**config.mk**
```make
export PLATFORM = sky130hd
export DESIGN_NAME = core_pipe_mem_flat
export DESIGN_NICKNAME = d
export VERILOG_FILES = /design/src/rtl/core_pipe_mem_if.sv /design/src/rtl/core_pipe_mem.sv /design/src/flat_wrapper.sv
export SDC_FILE = /design/constraint.sdc
export NUM_CORES = 1
export LEC_CHECK = 0
export ABC_AREA = 0
export CAP_MARGIN = 20
export CORE_UTILIZATION = 39
export CTS_CLUSTER_DIAMETER = 40
export DETAILED_ROUTE_END_ITERATION = 12
export PLACE_DENSITY_LB_ADDON = 0.15
export SLEW_MARGIN = 20
export SYNTH_ARGS = -nofsm -noshare
export SYNTH_HDL_FRONTEND = slang
export SYNTH_SLANG_ARGS = --single-unit
```
**constraint.sdc**
```tcl
create_clock -name clk -period 2.12 [get_ports clk]
set_clock_uncertainty 0.2 [all_clocks]
set_input_delay 0.53 -clock clk [delete_from_list [all_inputs] [get_ports clk]]
set_output_delay 0.53 -clock clk [all_outputs]
set_load 0.1 [all_outputs]
```
**src/rtl/core_pipe_mem_if.sv**
```systemverilog
// Data-RAM bus between the memory stage (master) and the data RAM (slave).
// One request is outstanding at a time; the master holds it until ram_ack.
interface core_pipe_mem_if;
  logic        ram_req;
  logic        ram_we;
  logic [31:0] ram_addr;
  logic [31:0] ram_wdata;
  logic [3:0]  ram_wstrb;
  logic        ram_ack;
  logic [31:0] ram_rdata;

  modport master (
    output ram_req, ram_we, ram_addr, ram_wdata, ram_wstrb,
    input  ram_ack, ram_rdata
  );

  modport slave (
    input  ram_req, ram_we, ram_addr, ram_wdata, ram_wstrb,
    output ram_ack, ram_rdata
  );
endinterface

```
**src/rtl/core_pipe_mem.sv**
```systemverilog
// Memory pipeline stage: takes one instruction from execute, performs its
// data-RAM access if it has one, and presents the writeback/forwarding bundle.
module core_pipe_mem (
  input  logic        clk,
  input  logic        rst_n,
  input  logic        ie_validout,
  output logic        mem_allowin,
  input  logic [4:0]  ie_rd,
  input  logic        result_mem_load,
  input  logic        result_mem_store,
  input  logic [1:0]  result_mem_size,
  input  logic        ie_mem_unsigned,
  input  logic [31:0] result_mem_addr,
  input  logic [31:0] result_mem_din,
  input  logic        result_computed,
  input  logic [31:0] result_value,
  input  logic        result_link,
  input  logic [31:0] result_link_addr,
  core_pipe_mem_if.master ram,
  output logic        mem_validout,
  input  logic        wb_allowin,
  output logic [4:0]  mem_rd,
  output logic        mem_result_mem_load,
  output logic        mem_result_computed,
  output logic [31:0] mem_result_value,
  output logic [31:0] ram_dout,
  output logic        mem_misalign
);

  typedef enum logic [1:0] {IDLE, ACCESS, HOLD} state_t;

  state_t      state, state_nx, capture_state;
  logic        capture, is_load, is_store, is_mem, aligned;
  logic [3:0]  wstrb_in;
  logic [31:0] wdata_in, lane, load_fmt;

  logic        ld_q, we_q, uns_q, computed_q;
  logic [1:0]  size_q;
  logic [31:0] addr_q, wdata_q;
  logic [3:0]  wstrb_q;

  // Load wins when both request bits are set.
  assign is_load  = result_mem_load;
  assign is_store = result_mem_store & ~result_mem_load;
  assign is_mem   = is_load | is_store;

  assign mem_validout = (state == HOLD);
  assign mem_allowin  = ((state == IDLE) & ~mem_validout) | ((state == HOLD) & wb_allowin);
  assign capture      = ie_validout & mem_allowin;

  assign ram.ram_req   = (state == ACCESS);
  assign ram.ram_we    = (state == ACCESS) & we_q;
  assign ram.ram_addr  = {addr_q[31:2], 2'b00};
  assign ram.ram_wdata = wdata_q;
  assign ram.ram_wstrb = wstrb_q;

  assign mem_result_mem_load = ld_q & mem_validout;
  assign mem_result_computed = computed_q & mem_validout;

  // NOTE: every signal written in an always_comb gets a default first so no latch is inferred.
  always_comb begin
    aligned  = 1'b1;
    wstrb_in = 4'b1111;
    wdata_in = result_mem_din;
    unique case (result_mem_size)
      2'b00: begin
        wstrb_in = 4'b0001 << result_mem_addr[1:0];
        wdata_in = {4{result_mem_din[7:0]}};
      end
      2'b01: begin
        aligned  = ~result_mem_addr[0];
        wstrb_in = 4'b0011 << result_mem_addr[1:0];
        wdata_in = {2{result_mem_din[15:0]}};
      end
      default: aligned = (result_mem_addr[1:0] == 2'b00);
    endcase
  end

  always_comb begin
    lane     = ram.ram_rdata >> {addr_q[1:0], 3'b000};
    load_fmt = lane;
    unique case (size_q)
      2'b00:   load_fmt = {{24{~uns_q & lane[7]}},  lane[7:0]};
      2'b01:   load_fmt = {{16{~uns_q & lane[15]}}, lane[15:0]};
      default: load_fmt = lane;
    endcase
  end

  always_comb begin
    capture_state = (is_mem & aligned) ? ACCESS : HOLD;
    state_nx      = state;
    unique case (state)
      IDLE:    if (capture) state_nx = capture_state;
      ACCESS:  if (ram.ram_ack) state_nx = HOLD;
      HOLD:    if (wb_allowin) state_nx = capture ? capture_state : IDLE;
      default: state_nx = IDLE;
    endcase
  end

  // NOTE: sequential state uses non-blocking assignments so every register samples pre-edge values.
  always_ff @(posedge clk) begin
    if (!rst_n) state <= IDLE;
    else        state <= state_nx;
  end

  // NOTE: datapath registers are reset too, because they drive outputs that must read zero after reset.
  always_ff @(posedge clk) begin
    if (!rst_n) begin
      mem_rd           <= '0;
      ld_q             <= 1'b0;
      we_q             <= 1'b0;
      uns_q            <= 1'b0;
      size_q           <= '0;
      addr_q           <= '0;
      wdata_q          <= '0;
      wstrb_q          <= '0;
      computed_q       <= 1'b0;
      mem_result_value <= '0;
      mem_misalign     <= 1'b0;
      ram_dout         <= '0;
    end else if (capture) begin
      mem_rd           <= ie_rd;
      ld_q             <= is_load;
      we_q             <= is_store;
      uns_q            <= ie_mem_unsigned;
      size_q           <= result_mem_size;
      addr_q           <= result_mem_addr;
      wdata_q          <= wdata_in;
      wstrb_q          <= (is_store & aligned) ? wstrb_in : 4'b0000;
      computed_q       <= result_computed | result_link;
      mem_result_value <= result_link ? result_link_addr : result_value;
      mem_misalign     <= is_mem & ~aligned;
      ram_dout         <= '0;
    end else if ((state == ACCESS) && ram.ram_ack && ld_q) begin
      ram_dout <= load_fmt;
    end
  end

endmodule

```
**src/flat_wrapper.sv**
```systemverilog
// flat-port wrapper written by rule: the top's interface ports become plain ports
module core_pipe_mem_flat 
  (clk, rst_n, ie_validout, mem_allowin, ie_rd, result_mem_load, result_mem_store, result_mem_size, ie_mem_unsigned, result_mem_addr, result_mem_din, result_computed, result_value, result_link, result_link_addr, mem_validout, wb_allowin, mem_rd, mem_result_mem_load, mem_result_computed, mem_result_value, ram_dout, mem_misalign, ram_ram_req, ram_ram_we, ram_ram_addr, ram_ram_wdata, ram_ram_wstrb, ram_ram_ack, ram_ram_rdata);
  core_pipe_mem_if ram_i ();
  input  logic clk;
  input  logic rst_n;
  input  logic ie_validout;
  output logic mem_allowin;
  input  logic [4:0] ie_rd;
  input  logic result_mem_load;
  input  logic result_mem_store;
  input  logic [1:0] result_mem_size;
  input  logic ie_mem_unsigned;
  input  logic [31:0] result_mem_addr;
  input  logic [31:0] result_mem_din;
  input  logic result_computed;
  input  logic [31:0] result_value;
  input  logic result_link;
  input  logic [31:0] result_link_addr;
  output logic mem_validout;
  input  logic wb_allowin;
  output logic [4:0] mem_rd;
  output logic mem_result_mem_load;
  output logic mem_result_computed;
  output logic [31:0] mem_result_value;
  output logic [31:0] ram_dout;
  output logic mem_misalign;
  output wire logic [$bits(ram_i.ram_req)-1:0] ram_ram_req;
  output wire logic [$bits(ram_i.ram_we)-1:0] ram_ram_we;
  output wire logic [$bits(ram_i.ram_addr)-1:0] ram_ram_addr;
  output wire logic [$bits(ram_i.ram_wdata)-1:0] ram_ram_wdata;
  output wire logic [$bits(ram_i.ram_wstrb)-1:0] ram_ram_wstrb;
  input wire logic [$bits(ram_i.ram_ack)-1:0] ram_ram_ack;
  input wire logic [$bits(ram_i.ram_rdata)-1:0] ram_ram_rdata;
  assign ram_ram_req = ram_i.ram_req;
  assign ram_ram_we = ram_i.ram_we;
  assign ram_ram_addr = ram_i.ram_addr;
  assign ram_ram_wdata = ram_i.ram_wdata;
  assign ram_ram_wstrb = ram_i.ram_wstrb;
  assign ram_i.ram_ack = ram_ram_ack;
  assign ram_i.ram_rdata = ram_ram_rdata;
  core_pipe_mem u_core (.clk(clk), .rst_n(rst_n), .ie_validout(ie_validout), .mem_allowin(mem_allowin), .ie_rd(ie_rd), .result_mem_load(result_mem_load), .result_mem_store(result_mem_store), .result_mem_size(result_mem_size), .ie_mem_unsigned(ie_mem_unsigned), .result_mem_addr(result_mem_addr), .result_mem_din(result_mem_din), .result_computed(result_computed), .result_value(result_value), .result_link(result_link), .result_link_addr(result_link_addr), .ram(ram_i), .mem_validout(mem_validout), .wb_allowin(wb_allowin), .mem_rd(mem_rd), .mem_result_mem_load(mem_result_mem_load), .mem_result_computed(mem_result_computed), .mem_result_value(mem_result_value), .ram_dout(ram_dout), .mem_misalign(mem_misalign));
endmodule
```
-- Yosys cells after proc, flatten, opt, wreduce, memory -nomap -nowiden
Cells that the tools add are included.
- equal/unequal tests: 7
- shift-type cells: 3
- mux-type cells: 12
- bitwise logic cells: 21
- reduce and logical (&&, ||, !) cells: 8
- operators by type and width (operator ; number):
    $pmux W32 S2 ; 2
    $mux W32 ; 1
    $shr A32 B5 Y32 ; 1
    $and A1 B1 Y1 ; 12
    $mux W2 ; 5
    $logic_not A2 Y1 ; 4
    $pmux W4 S2 ; 1
    $eq A2 B1 Y1 const B ; 3
    $not A1 Y1 ; 6
    $pmux W2 S3 ; 1
    $mux W4 ; 1
    $ne A2 B1 Y1 const B ; 2
    $shl A1 B2 Y4 const A ; 1
    $shl A2 B2 Y4 const A ; 1
    $or A1 B1 Y1 ; 3
    $reduce_and A3 Y1 ; 1
    $eq A2 B2 Y1 const B ; 1
    $logic_and A1 B1 Y1 ; 2
    $ne A2 B2 Y1 const B ; 1
    $pmux W1 S2 ; 1
    $reduce_or A2 Y1 ; 1
- bits in registers: 146
- word-level logic and storage cells: 64

-- Longest topological paths before layout
- depth in word-level cells: 8
- gate-level depth with buffers: 7

-- Worst setup path before layout
No wires, ideal clock.
- path kind: flip-flop to output port
- start: reg u_core.state[0]
- end: out ram_ram_we
- data arrival time: 2.788 ns
- path slack: -1.398 ns
- stages on the path, launching flop included: 4
- path buffers: 1
- cells stage by stage: dfxtp_1 > buf_2 > nor2b_1 > and2_1
- word-level cells in the longest chain between the ends: 2
- RTL lines (item ; line ; source):
    start, declared ; core_pipe_mem.sv:32 ; state_t state, state_nx, capture_state;
    start signal, assigned ; core_pipe_mem.sv:103 ; else state <= state_nx;
    $eq A2 B1 Y1 ; n/a ;
    named net ram_ram_req ; flat_wrapper.sv:28 ; output wire logic [$bits(ram_i.ram_req)-1:0] ram_ram_req;
    $and A1 B1 Y1 ; core_pipe_mem.sv:52 ; assign ram.ram_we = (state == ACCESS) & we_q;
    end, declared ; flat_wrapper.sv:29 ; output wire logic [$bits(ram_i.ram_we)-1:0] ram_ram_we;
The timed path passes the listed nets, and every way through them passes these cells.

-- Worst setup path in the final report
- start: reg u_core.state[1]
- end: out mem_result_mem_load
- word-level cells in the longest chain between the ends: 2
- RTL lines (item ; line ; source):
    $eq A2 B2 Y1 ; core_pipe_mem.sv:47 ; assign mem_validout = (state == HOLD);
    $and A1 B1 Y1 ; core_pipe_mem.sv:57 ; assign mem_result_mem_load = ld_q & mem_validout;
    end, declared ; flat_wrapper.sv:23 ; output logic mem_result_mem_load;
No other way between the ends.

==> run_results.csv <==
group,metric,value,unit
timing,setup_viol,0,
global_route,grt_pass1_vias,6428,
clocking,cts.clk_slew.worst_paths,0.06,ns
global_route,met1_usage,28.2,%
clocking,cts.sinks,146,
worst_setup_path,critical_path_class,"flop to primary output",
place,port_buffers,318,
clocking,cts_hold_buf,0,
logic_synthesis,synth_seq_cells,146,
final_layout,drive_above_1_share,24.0,%
global_route,gr-usage-met3,7.61,%
floorplan,die_area,17400,sq um
power,power.density,766,nW/um^2
global_route,grt-ovfl-total,0,
timing,max_freq,474,MHz
clocking,cts_tree,"done",
detailed_routing,totalWireLength,21500,microns
global_route,grt_max_degree,65,
timing,worst_slew_pin_slew,0.520,ns
logic_synthesis,synth_area,6560,sq um
logic_synthesis,ys_types,41,
timing,drv_slew,0,
hold_path,hold_class,"flop to flop",
power,ir_worst_vdd,0.000569,V
place,place.gp.congestion,0.819,
clocking,cts_root_buf,"clkbuf_16",
worst_setup_path,path_max_fanout,4,
global_route,grt_pass1_wl,33900,microns
worst_setup_path,cp.arrival,1.38,ns
floorplan,io-pin-count,321,
power,p_total,9.26,mW
logic_synthesis,yosysTopAreaCell,"dfxtp_1",
timing,period_share,99.5,%
logic_synthesis,syn_inst,772,
timing,holdWs,0.245,ns
final_layout,nNetsFinal,1245,
logic_synthesis,synthTopCellsByArea,"dfxtp_1 45%, mux2i_1 9.8%, nand2_1 8.9%, a21oi_1 5.9%, a211oi_1 4.6%",
timing,fin_crit,2.11,ns
detailed_routing,vias,6493,
run,drv_cap,0,
place,hpwl,16400,microns
detailed_routing,dr.pass1.iters,6,
worst_setup_path,rr_worst_depth,4,
final_layout,area_delta_synth_final,84.2,%
timing,hold_violations,0,
final_layout,diodes,0,
global_route,grtUsageTotal,24.7,%
worst_setup_path,cp.required,1.39,ns
global_route,grt_use_met2,43.5,%
detailed_routing,first_iter_violations,366,
detailed_routing,via_per_inst,4.99,
floorplan,rows,47,
worst_setup_path,crit_path_start_kind,"flop",
clocking,clock_latency,0.41,ns
global_route,antenna_found_initial,0,
hold_path,min_path_cells,2,
timing,rsz0062_at_grt,"true",
detailed_routing,avgRoutedWirePerCell,16.5,microns
status,outcome,"finished clean",
floorplan,core_area,16500,sq um
clocking,htree_levels,4,
clocking,cts_buffers,17,
floorplan,initial_core_util,39.7,%
timing,finalSetupTns,0,ns
floorplan,fp.dieW,132,microns
logic_synthesis,syn_avg_cell_area,8.50,sq um
detailed_routing,antenna_left,0,
power,p_leak,4.77,nW
logic_synthesis,synth_top_area_share,44.5,%
clocking,cts_buffer_depth,2,
worst_setup_path,endpoint_kind,"primary output",
logic_synthesis,ys_seq_area_share,44.5,%
detailed_routing,drc,0,
logic_synthesis,synth_warnings,0,
global_route,grt-busiest-layer,"met2",
floorplan,fp.dieH,132,microns
timing,max_slew_margin,65.3,%
[path summary, 6_finish.rpt]
path                          from                  end  slack, ns
setup / recovery   u_core.state[1]  mem_result_mem_load       0.01
hold / removal         u_core.we_q          u_core.we_q       0.25
setup reg to reg  u_core.addr_q[1]  u_core.ram_dout[18]       0.24
hold reg to reg        u_core.we_q          u_core.we_q       0.25
[cell usage in the layout (no fill, tap or decap), types with 9 or more instances in the layout]
master	count
clkdlybuf4s50_1	174
buf_12	153
mux2i_1	64
dfxtp_1	144
mux2_2	9
buf_4	42
o21ai_0	24
a211oi_1	40
nand2_1	155
o221a_1	10
nor2_1	71
a21oi_1	77
clkbuf_16	17
[logic make-up after synthesis]
kind of cell / Yosys count / synth area share (%)
flops: 146 / 44.5
buf+inv: 96 / 7.89
xor+xnor: 3 / 0.400
simple gates: 261 / 16.3
mux: 74 / 11.6
other cells: 1 / 0.0571
compound gates: 191 / 19.2
[layout make-up]
type                    instances  area [sq um]
repair buffers                371          5130
multi-input cells             531          3180
flip-flops and latches        146          2930
inverters                       1          5.00
fillers                      1208          4440
well taps                     220           275
clock inverters                12           110
clock buffers                  19           453
[layer usage]
layer | vias to the layer above | wire, microns
li1 | 3238 | -
met1 | 3003 | 8730
met2 | 230 | 10900
met3 | 22 | 1510
met4 | 0 | 358
met5 | - | 0
[registers in the layout, indices dropped and copies added, names as in the netlist]
name and count:
u_core.mem_misalign 1, u_core.state 2, u_core.mem_rd 5, u_core.mem_result_value 32
u_core.ram.ram_wdata 32, u_core.computed_q 1, u_core.we_q 1, u_core.size_q 2
u_core.uns_q 1, u_core.ram_dout 32, u_core.addr_q 32, u_core.ld_q 1
u_core.ram.ram_wstrb 4
[cells in the mapped netlist (all sizes together)]
cell type / count
nand2: 156
dfxtp: 146
a21oi: 78
nor2: 71
mux2i: 64
buf: 57
a211oi: 40
clkbuf: 38
o21ai: 27
o221a: 16
and2: 12
mux2: 9
a311oi: 8
o2bb2ai: 8
nor2b: 7
o211ai: 7
nand2b: 4
nor3: 4
o31ai: 3
xnor2: 2
a21o: 1
a22o: 1
and3: 1
conb: 1
inv: 1
mux4: 1
nand3b: 1
nand4b: 1
nor3b: 1
nor4b: 1
o21a: 1
o22ai: 1
or2: 1
or3: 1
xor2: 1
[per-stage QoR]
| step | cell area (sq um) | utilization [%] | instances | setup slack [ns] |
|---|---|---|---|---|
| final | 12100 | 73.2 | 1300 | 0.00965 |
| after CTS | 12100 | 73.1 | 1299 | -0.0148 |
| after global placement | 11500 | 69.3 | 1263 | -0.330 |
| after floorplan | 6610 | - | 773 | -0.0511 |
| after global routing | 12100 | 73.2 | 1300 | -0.0435 |
| after detailed placement | 11500 | 69.3 | 1263 | -0.385 |
[power by group]
group | internal [mW] | switching [mW]
clock | 1.67 | 1.18
sequential | 2.93 | 0.196
combinational | 1.32 | 1.96
[critical path, stage by stage (launching register included)]
cell     delay [ns]
dfxtp_4        0.37
nor2b_4        0.24
and2_4         0.19
buf_12         0.17
[repair_timing]
| action | in CTS | in global routing |
|---|---|---|
| endpoints found under the setup margin | 4 | 20 |
| resized for setup | 5 | 1 |
| pin swaps | 1 | 1 |
| setup buffers | 5 | 1 |
(Power assumes the default switching activity.)
